==> src/rtl/passcode_lock.sv <==
// Keypad passcode controller: digit entry buffer, code check, retry lockout,
// timed auto-relock and user code change while unlocked.
//
// state   | meaning
// ENTRY   | collecting digits; Enter with a full buffer starts a check
// CHECK   | one-cycle compare of the buffer against the stored code
// OPEN    | unlocked; open timer counting down to auto-relock
// SET     | unlocked; buffer collects a new code, open timer frozen
// LOCKOUT | too many wrong entries; keys ignored until lock timer expires
module passcode_lock #(
    parameter int                  DIGITS       = 4,
    parameter logic [4*DIGITS-1:0] DEFAULT_CODE = 16'h1234,
    parameter int                  MAX_TRIES    = 3,
    parameter int                  LOCK_CYCLES  = 250_000_000,
    parameter int                  OPEN_CYCLES  = 500_000_000
) (
    input  logic                         CLK,
    input  logic                         RST,
    input  logic                         key_valid,
    input  logic [3:0]                   key_code,
    output logic [4*DIGITS-1:0]          display,
    output logic [$clog2(DIGITS+1)-1:0]  digit_count,
    output logic [3:0]                   error_count,
    output logic                         unlocked,
    output logic                         locked_out,
    output logic                         setting
);

    localparam int CNT_W   = $clog2(DIGITS + 1);
    localparam int T_MAX   = (LOCK_CYCLES > OPEN_CYCLES) ? LOCK_CYCLES : OPEN_CYCLES;
    localparam int TIMER_W = ($clog2(T_MAX) < 1) ? 1 : $clog2(T_MAX);

    localparam logic [TIMER_W-1:0] OPEN_LOAD = TIMER_W'(OPEN_CYCLES - 1);
    localparam logic [TIMER_W-1:0] LOCK_LOAD = TIMER_W'(LOCK_CYCLES - 1);
    localparam logic [CNT_W-1:0]   FULL_CNT  = CNT_W'(DIGITS);
    localparam logic [3:0]         TRY_LIMIT = 4'(MAX_TRIES);

    typedef enum logic [2:0] {
        S_ENTRY   = 3'd0,
        S_CHECK   = 3'd1,
        S_OPEN    = 3'd2,
        S_SET     = 3'd3,
        S_LOCKOUT = 3'd4
    } state_t;

    state_t               state_q, state_d;
    logic [4*DIGITS-1:0]  code_q, code_d;
    logic [TIMER_W-1:0]   timer_q, timer_d;
    logic [4*DIGITS-1:0]  display_d;
    logic [CNT_W-1:0]     count_d;
    logic [3:0]           error_d;
    logic [3:0]           error_inc;
    logic                 unlocked_d, locked_out_d, setting_d;

    logic                 is_digit, is_clear, is_enter, is_change, is_lock;
    logic                 buf_full;
    logic [4*DIGITS-1:0]  shifted;

    assign is_digit  = key_valid && (key_code <= 4'd9);
    assign is_clear  = key_valid && (key_code == 4'hA);
    assign is_enter  = key_valid && (key_code == 4'hB);
    assign is_change = key_valid && (key_code == 4'hC);
    assign is_lock   = key_valid && (key_code == 4'hD);
    assign buf_full  = (digit_count == FULL_CNT);

    // A single-digit code has nothing to shift up; the new key replaces the buffer.
    generate
        if (DIGITS == 1) begin : g_shift_one
            assign shifted = key_code;
        end else begin : g_shift_many
            assign shifted = {display[4*DIGITS-5:0], key_code};
        end
    endgenerate

    assign error_inc = (error_count == 4'hF) ? 4'hF : error_count + 4'd1;

    always_comb begin
        state_d   = state_q;
        code_d    = code_q;
        timer_d   = timer_q;
        display_d = display;
        count_d   = digit_count;
        error_d   = error_count;

        case (state_q)
            S_ENTRY, S_SET: begin
                if (is_digit) begin
                    if (!buf_full) begin
                        display_d = shifted;
                        count_d   = digit_count + CNT_W'(1);
                    end
                end else if (is_clear) begin
                    display_d = '1;
                    count_d   = '0;
                end else if (is_enter && buf_full) begin
                    if (state_q == S_ENTRY) begin
                        state_d = S_CHECK;
                    end else begin
                        code_d    = display;
                        display_d = '1;
                        count_d   = '0;
                        timer_d   = OPEN_LOAD;
                        state_d   = S_OPEN;
                    end
                end else if (is_lock && (state_q == S_SET)) begin
                    display_d = '1;
                    count_d   = '0;
                    state_d   = S_ENTRY;
                end
            end

            S_CHECK: begin
                display_d = '1;
                count_d   = '0;
                if (display == code_q) begin
                    error_d = 4'd0;
                    timer_d = OPEN_LOAD;
                    state_d = S_OPEN;
                end else begin
                    error_d = error_inc;
                    if (error_inc >= TRY_LIMIT) begin
                        timer_d = LOCK_LOAD;
                        state_d = S_LOCKOUT;
                    end else begin
                        state_d = S_ENTRY;
                    end
                end
            end

            S_OPEN: begin
                // Relock (timeout or D) wins over a change-code request on the same edge.
                if ((timer_q == '0) || is_lock) begin
                    state_d = S_ENTRY;
                end else begin
                    timer_d = timer_q - TIMER_W'(1);
                    if (is_change) begin
                        display_d = '1;
                        count_d   = '0;
                        state_d   = S_SET;
                    end
                end
            end

            S_LOCKOUT: begin
                if (timer_q == '0) begin
                    error_d = 4'd0;
                    state_d = S_ENTRY;
                end else begin
                    timer_d = timer_q - TIMER_W'(1);
                end
            end

            default: begin
                display_d = '1;
                count_d   = '0;
                state_d   = S_ENTRY;
            end
        endcase
    end

    assign unlocked_d   = (state_d == S_OPEN) || (state_d == S_SET);
    assign locked_out_d = (state_d == S_LOCKOUT);
    assign setting_d    = (state_d == S_SET);

    always_ff @(posedge CLK) begin
        if (RST) begin
            state_q     <= S_ENTRY;
            code_q      <= DEFAULT_CODE;
            timer_q     <= '0;
            display     <= '1;
            digit_count <= '0;
            error_count <= 4'd0;
            unlocked    <= 1'b0;
            locked_out  <= 1'b0;
            setting     <= 1'b0;
        end else begin
            state_q     <= state_d;
            code_q      <= code_d;
            timer_q     <= timer_d;
            display     <= display_d;
            digit_count <= count_d;
            error_count <= error_d;
            unlocked    <= unlocked_d;
            locked_out  <= locked_out_d;
            setting     <= setting_d;
        end
    end

endmodule

==> config.mk <==
export PLATFORM = sky130hd
export DESIGN_NAME = passcode_lock
export DESIGN_NICKNAME = d
export VERILOG_FILES = /design/src/rtl/passcode_lock.sv
export SDC_FILE = /design/constraint.sdc
export NUM_CORES = 1
export LEC_CHECK = 0
export ABC_AREA = 1
export CAP_MARGIN = 25
export CORE_MARGIN = 10
export CORE_UTILIZATION = 42
export CTS_CLUSTER_SIZE = 8
export DETAILED_ROUTE_END_ITERATION = 10
export GPL_ROUTABILITY_DRIVEN = 0
export GPL_TIMING_DRIVEN = 0
export PLACE_DENSITY_LB_ADDON = 0.05
export SLEW_MARGIN = 5
export SYNTH_ARGS = -nofsm -noshare
export SYNTH_HDL_FRONTEND = slang
export SYNTH_SLANG_ARGS = --single-unit
==> constraint.sdc <==
create_clock -name CLK -period 1.8 [get_ports CLK]
set_input_delay 0.18 -clock CLK [delete_from_list [all_inputs] [get_ports CLK]]
set_output_delay 0.18 -clock CLK [all_outputs]
set_load 0.005 [all_outputs]
# [After elaboration in Yosys (flattened, before gate mapping)]
# Index checks and enable logic that the tools add are counted.
[classes] eq_ne=26 n_mux=42 bitwise_logic=4 reduce_logical=18 n_addsub=3 magnitude_cmp=2
[op_table] operator="$mux W29" n=8
[op_table] operator="$mux W16" n=8
[op_table] operator="$pmux W29 S4" n=1
[op_table] operator="$mux W3" n=17
[op_table] operator="$pmux W16 S3" n=1
[op_table] operator="$logic_not A29 Y1" n=1
[op_table] operator="$sub A29 B1 Y29 const B" n=1
[op_table] operator="$eq A4 B4 Y1 const B" n=5
[op_table] operator="$eq A16 B16 Y1" n=1
[op_table] operator="$ne A2 B2 Y1 const B" n=8
[op_table] operator="$eq A3 B2 Y1 const B" n=4
[op_table] operator="$mux W4" n=3
[op_table] operator="$pmux W3 S4" n=1
[op_table] operator="$ne A5 B5 Y1 const B" n=2
[op_table] operator="$eq A3 B3 Y1 const B" n=3
[op_table] operator="$pmux W3 S3" n=1
[op_table] operator="$pmux W4 S2" n=1
[op_table] operator="$reduce_and A8 Y1" n=1
[op_table] operator="$logic_and A1 B1 Y1" n=7
[op_table] operator="$ne A3 B3 Y1 const B" n=2
[op_table] operator="$reduce_and A6 Y1" n=1
[op_table] operator="$reduce_and A5 Y1" n=1
[op_table] operator="$add A4 B1 Y4 const B" n=1
[op_table] operator="$ge A4 B2 Y1 const B" n=1
[op_table] operator="11 further kinds" n=15
[word_totals] inputBits=7 output_inout_bits=26 regBits=74 wordCells=104

# [Longest topological paths before layout]
[logic_depth] ltp_word=10 ltp_mapped=14 mapped_depth_nobuf=13

# [Least setup slack after synthesis]
# OpenSTA, ideal clock, no wires.
[synth_path] path_kind="flip-flop to flip-flop" from="register digit_count[0]" to="register display[2]" setup_time_ns=0.138 required_ns=1.662 arrival_time_ns=1.607 stages_incl_launch_ff=14 period_less_slack_ns=1.745 n_path_buf=1 slack_ns=0.055 cell_sequence="dfxtp_1 > inv_1 > ha_1 > nand2_1 > nor2_1 > nand3_1 > nor2_1 > nor2_1 > nand2_1 > nand2_1 > nand3_2 > buf_4 > nand2_1 > o211ai_1"
[synth_via] elab_chain_cells=6 word_cells_on_any_way=10 cone_classes="eq/ne (4); mux (4); reduce/logical (2)"
[synth_lines] item="from (decl)" line="22" text="output logic [$clog2(DIGITS+1)-1:0] digit_count,"
[synth_lines] item="from (signal assigned)" line="181" text="digit_count <= count_d;"
[synth_lines] item="$eq A3 B3 Y1 *" line="64" text="assign buf_full = (digit_count == FULL_CNT);"
[synth_lines] item="$logic_and A1 B1 Y1" line="95" text="end else if (is_enter && buf_full) begin"
[synth_lines] item="$mux W16" line="95"
[synth_lines] item="$mux W16" line="92" text="end else if (is_clear) begin"
[synth_lines] item="$mux W16" line="87" text="if (is_digit) begin"
[synth_lines] item="$pmux W16 S3" line="85" text="case (state_q)"
[synth_lines] item="to (signal assigned)" line="180" text="display <= display_d;"
[synth_lines] item="to (decl)" line="21" text="output logic [4*DIGITS-1:0] display,"
# Mark *: on every way between the ends. The rest lies on a longest branch, timed or not.
# A chain may end at the register's enable or synchronous reset.

# [Worst setup path after layout]
[layout_path] from="register timer_q[0]" to="register timer_q[21]"
[layout_via] elab_chain_cells=4 word_cells_on_any_way=9 cone_classes="add/sub (1); eq/ne (2); mux (3); reduce/logical (3)"
[layout_lines] item="from (decl)" line="48" text="logic [TIMER_W-1:0] timer_q, timer_d;"
[layout_lines] item="from (signal assigned)" line="179" text="timer_q <= timer_d;"
[layout_lines] item="parallel branches: the longest is 4 deep, another holds $sub A29 B1 Y29"
# Several ways; the timed one is not identified. The select of a mux whose other input is x is not followed.

==> results.cfg <==
[run_status]
status = finished with violations
violations = negative setup slack

[worst_setup_path]
crit_start = timer_q[0]
critPathMaxStageDelay_ps = 350
cp_slowest_cell = dfxtp_2
worst-endpoint-required_ps = 2110
reg2reg_to = timer_q[21]
path_buf_inv = 3
worst-path-max-fanout = 8
path_class = register to register
cpMostUsedCell = nand2_2
worstRegToRegCells = 14
crit_end = timer_q[21]
cp.depth = 14
r2r-start = timer_q[0]
path_cells = inv_4 -> ha_4 -> inv_4 -> nor2_4 -> nand2_2 -> nor2_2 -> nand2_2 -> nand2_2 -> a21oi_4 -> nand3_4 -> clkbuf_16 -> nand2_2 -> nand2_1 -> nor2_2
reg2reg_slack_ps = -30
cp-start-kind = register
end_kind = register
crit_arrival_ps = 2140
crit_family = simple AND/OR/NAND/NOR gates

[sta]
setup-violations-final = 8
setup_slack_ps = -28.1
layout_min_cycle_time_ps = 1830
clock_skew_ps = 10.2
rsz0062_at_grt = yes
slew_headroom_pct = 47.2
worstMarginPinSlew_ps = 792
drv_slew = 0
hold_violations = 0
hold_ws_ps = 495
max_freq_mhz = 547
finalCritPeriodShare_pct = 102

[synth]
synth_flop_cell = dfxtp_1
synth-async-reset-ratio_pct = 0
synth_nets = 733
yosysTopAreaCellShare_pct = 33.1
yosys.area.top_type = dfxtp_1
synth.area.top_cells = dfxtp_1 33%, nand2_1 17%, nor2_1 11%
ys_ff_latch = 74
avgSynthCellArea_sq_um = 6.21
yosysUniqueCellTypes = 38
synthesis.area_sq_um = 4480
ys_seq_area_share_pct = 33.1
synth_edf_count = 0
synthCells = 721
yosysWarnings = 0

[clock_network]
cts_tree = built
htree_levels = 3
clockBufferDepth = 2
hold_buffers = 0
clk-insertion-delay-late_ps = 370
clkTransAtPathRegs_ps = 90
numClockSinks = 74
cts_buffers = 9
clock-root-buffer = clkbuf_8

[global_route]
antenna_found_initial = 0
grt_pass1_vias = 4592
grt_max_degree = 14
grtUsageTotal_pct = 18.5
grt_pass1_wl_um = 22500
gr-total-overflow = 0

[placed_design]
numPortBuffers = 32
dp_hpwl_um = 9760

[routing]
wl_um = 14300
drc = 0
routed-via-count = 4882
first_pass_iters = 5
vias_per_cell = 5.21
drt-initial-drc-count = 295
ant_nets = 0
drt-wirelength-per-cell_um = 15.2

[pwr]
power_density_nw_per_um2 = 580
irDropWorstVdd_v = 0.000395
combinationalPowerShare_pct = 8.9
leakage_nw = 2.87
seqPwrFrac_pct = 48.2
internal-power_mw = 2.63
p_sw_mw = 0.906
netSwitchingFraction_pct = 25.6
total_power_mw = 3.53
clockPowerShare_pct = 42.8

[layout]
syn_to_final_growth_pct = 35.9
ff_latch_area_sq_um = 1580
antenna_cells = 0
drive_above_1_share_pct = 29.6
final_common_cell = nand2_1
nNetsFinal = 808
num-fill-cells = 992
multi_input_area_sq_um = 3010
layout_common_cells = 160 x nand2_1, 93 x nor2_1, 77 x inv_1

[floorplan]
die_w_um = 123
core_sq_um = 10400
pin_count = 33
dieArea_sq_um = 15200
rows = 37
initial_utilization_pct = 43.2
die_y_um = 123

[job]
max_cap_viol_count = 0

[worst_hold_path]
min_path_type = register to register
[what timing repair did]
action,CTS,global route
setup endpoints to repair,68,68
buffers inserted,25,7
resized for setup,109,128
pin swaps,29,34
gates cloned,1,4
[per-layer routing]
metal	wire, um	vias up	track usage, %	part of all wire (%)
met4	301	0	6.91	2.1
met5	0	-	0	0
met2	7270	100	32.5	51
met1	6080	2288	21.8	43
li1	-	2473	-	-
met3	615	21	3.65	4.3
[cells in the mapped netlist, types with 2 or more instances]
library cell,count
a21oi_2,2
buf_2,2
dfxtp_1,74
clkbuf_1,14
a21oi_1,35
xnor2_1,4
nand2_2,7
nand3_2,2
nand3_1,43
nor3_1,4
xor2_1,5
o22ai_1,2
ha_1,5
buf_6,6
o21bai_1,2
o211ai_1,19
nand2_1,197
nand4_1,24
nor2_2,5
o21ai_0,37
nor2_4,2
nor2_1,129
inv_1,86
[stage by stage]
stage | instance area, sq um | utilization, % | instances | setup slack [ps] | setup TNS, ps
after floorplan | 4480 | - | 721 | 54.6 | 0
after global placement | 4970 | 47.9 | 889 | -518 | -23730
after detailed placement | 4970 | 47.9 | 889 | -541 | -24850
after CTS | 5670 | 54.7 | 929 | -52.8 | -432
after global routing | 6090 | 58.7 | 937 | -147 | -3640
final | 6090 | 58.7 | 937 | -28.1 | -119
[cell families after synthesis]
| logic type | synth area share [%] |
|---|---|
| compound gates | 13.0 |
| xor+xnor | 1.76 |
| fa+ha+maj | 1.40 |
| buf+inv | 10.5 |
| flops | 33.1 |
| simple gates | 40.2 |
[area by class of cell]
type | instances | share of cell area, %
flip-flops and latches | 74 | 25.9
clock inverters | 6 | 1.44
clock buffers | 10 | 2.26
plain buffers | 20 | 2.22
multi-input cells | 536 | 49.4
repair buffers | 67 | 10.4
well taps | 136 | 2.79
inverters | 88 | 5.59
[worst min-delay path by stage]
stage	start	endpoint	cells after the start
finish	timer_q[2]	timer_q[2]	2
global route	timer_q[6]	timer_q[6]	2
CTS	code_q[5]	code_q[5]	2
detailed placement	code_q[5]	code_q[5]	2
global placement	code_q[5]	code_q[5]	2
floorplan	RST	code_q[2]	2
[tightest hold or removal path: cells and delay by family, from the launching register on]
kind / cells / cell delay [ps]
DFF: 1 / 350
and+or+nand+nor: 1 / 60
AOI/OAI and AO/OA: 1 / 50
[power by group through the flow]
stage	Combinational (mW)	Clock [mW]	Sequential, mW
2_1_floorplan	0.146	0	1.74
3_3_place_gp	0.268	0	1.75
3_5_place_dp	0.272	0	1.75
4_1_cts	0.295	1.53	1.71
5_1_grt	0.351	1.60	1.71
6_report	0.316	1.51	1.70
[sequential cells by signal, summed over array words and instances (netlist names)]
signal,cells
code_q,16
digit_count,3
display,16
error_count,4
locked_out,1
setting,1
state_q,3
timer_q,29
unlocked,1
(Power assumes the default switching activity.)
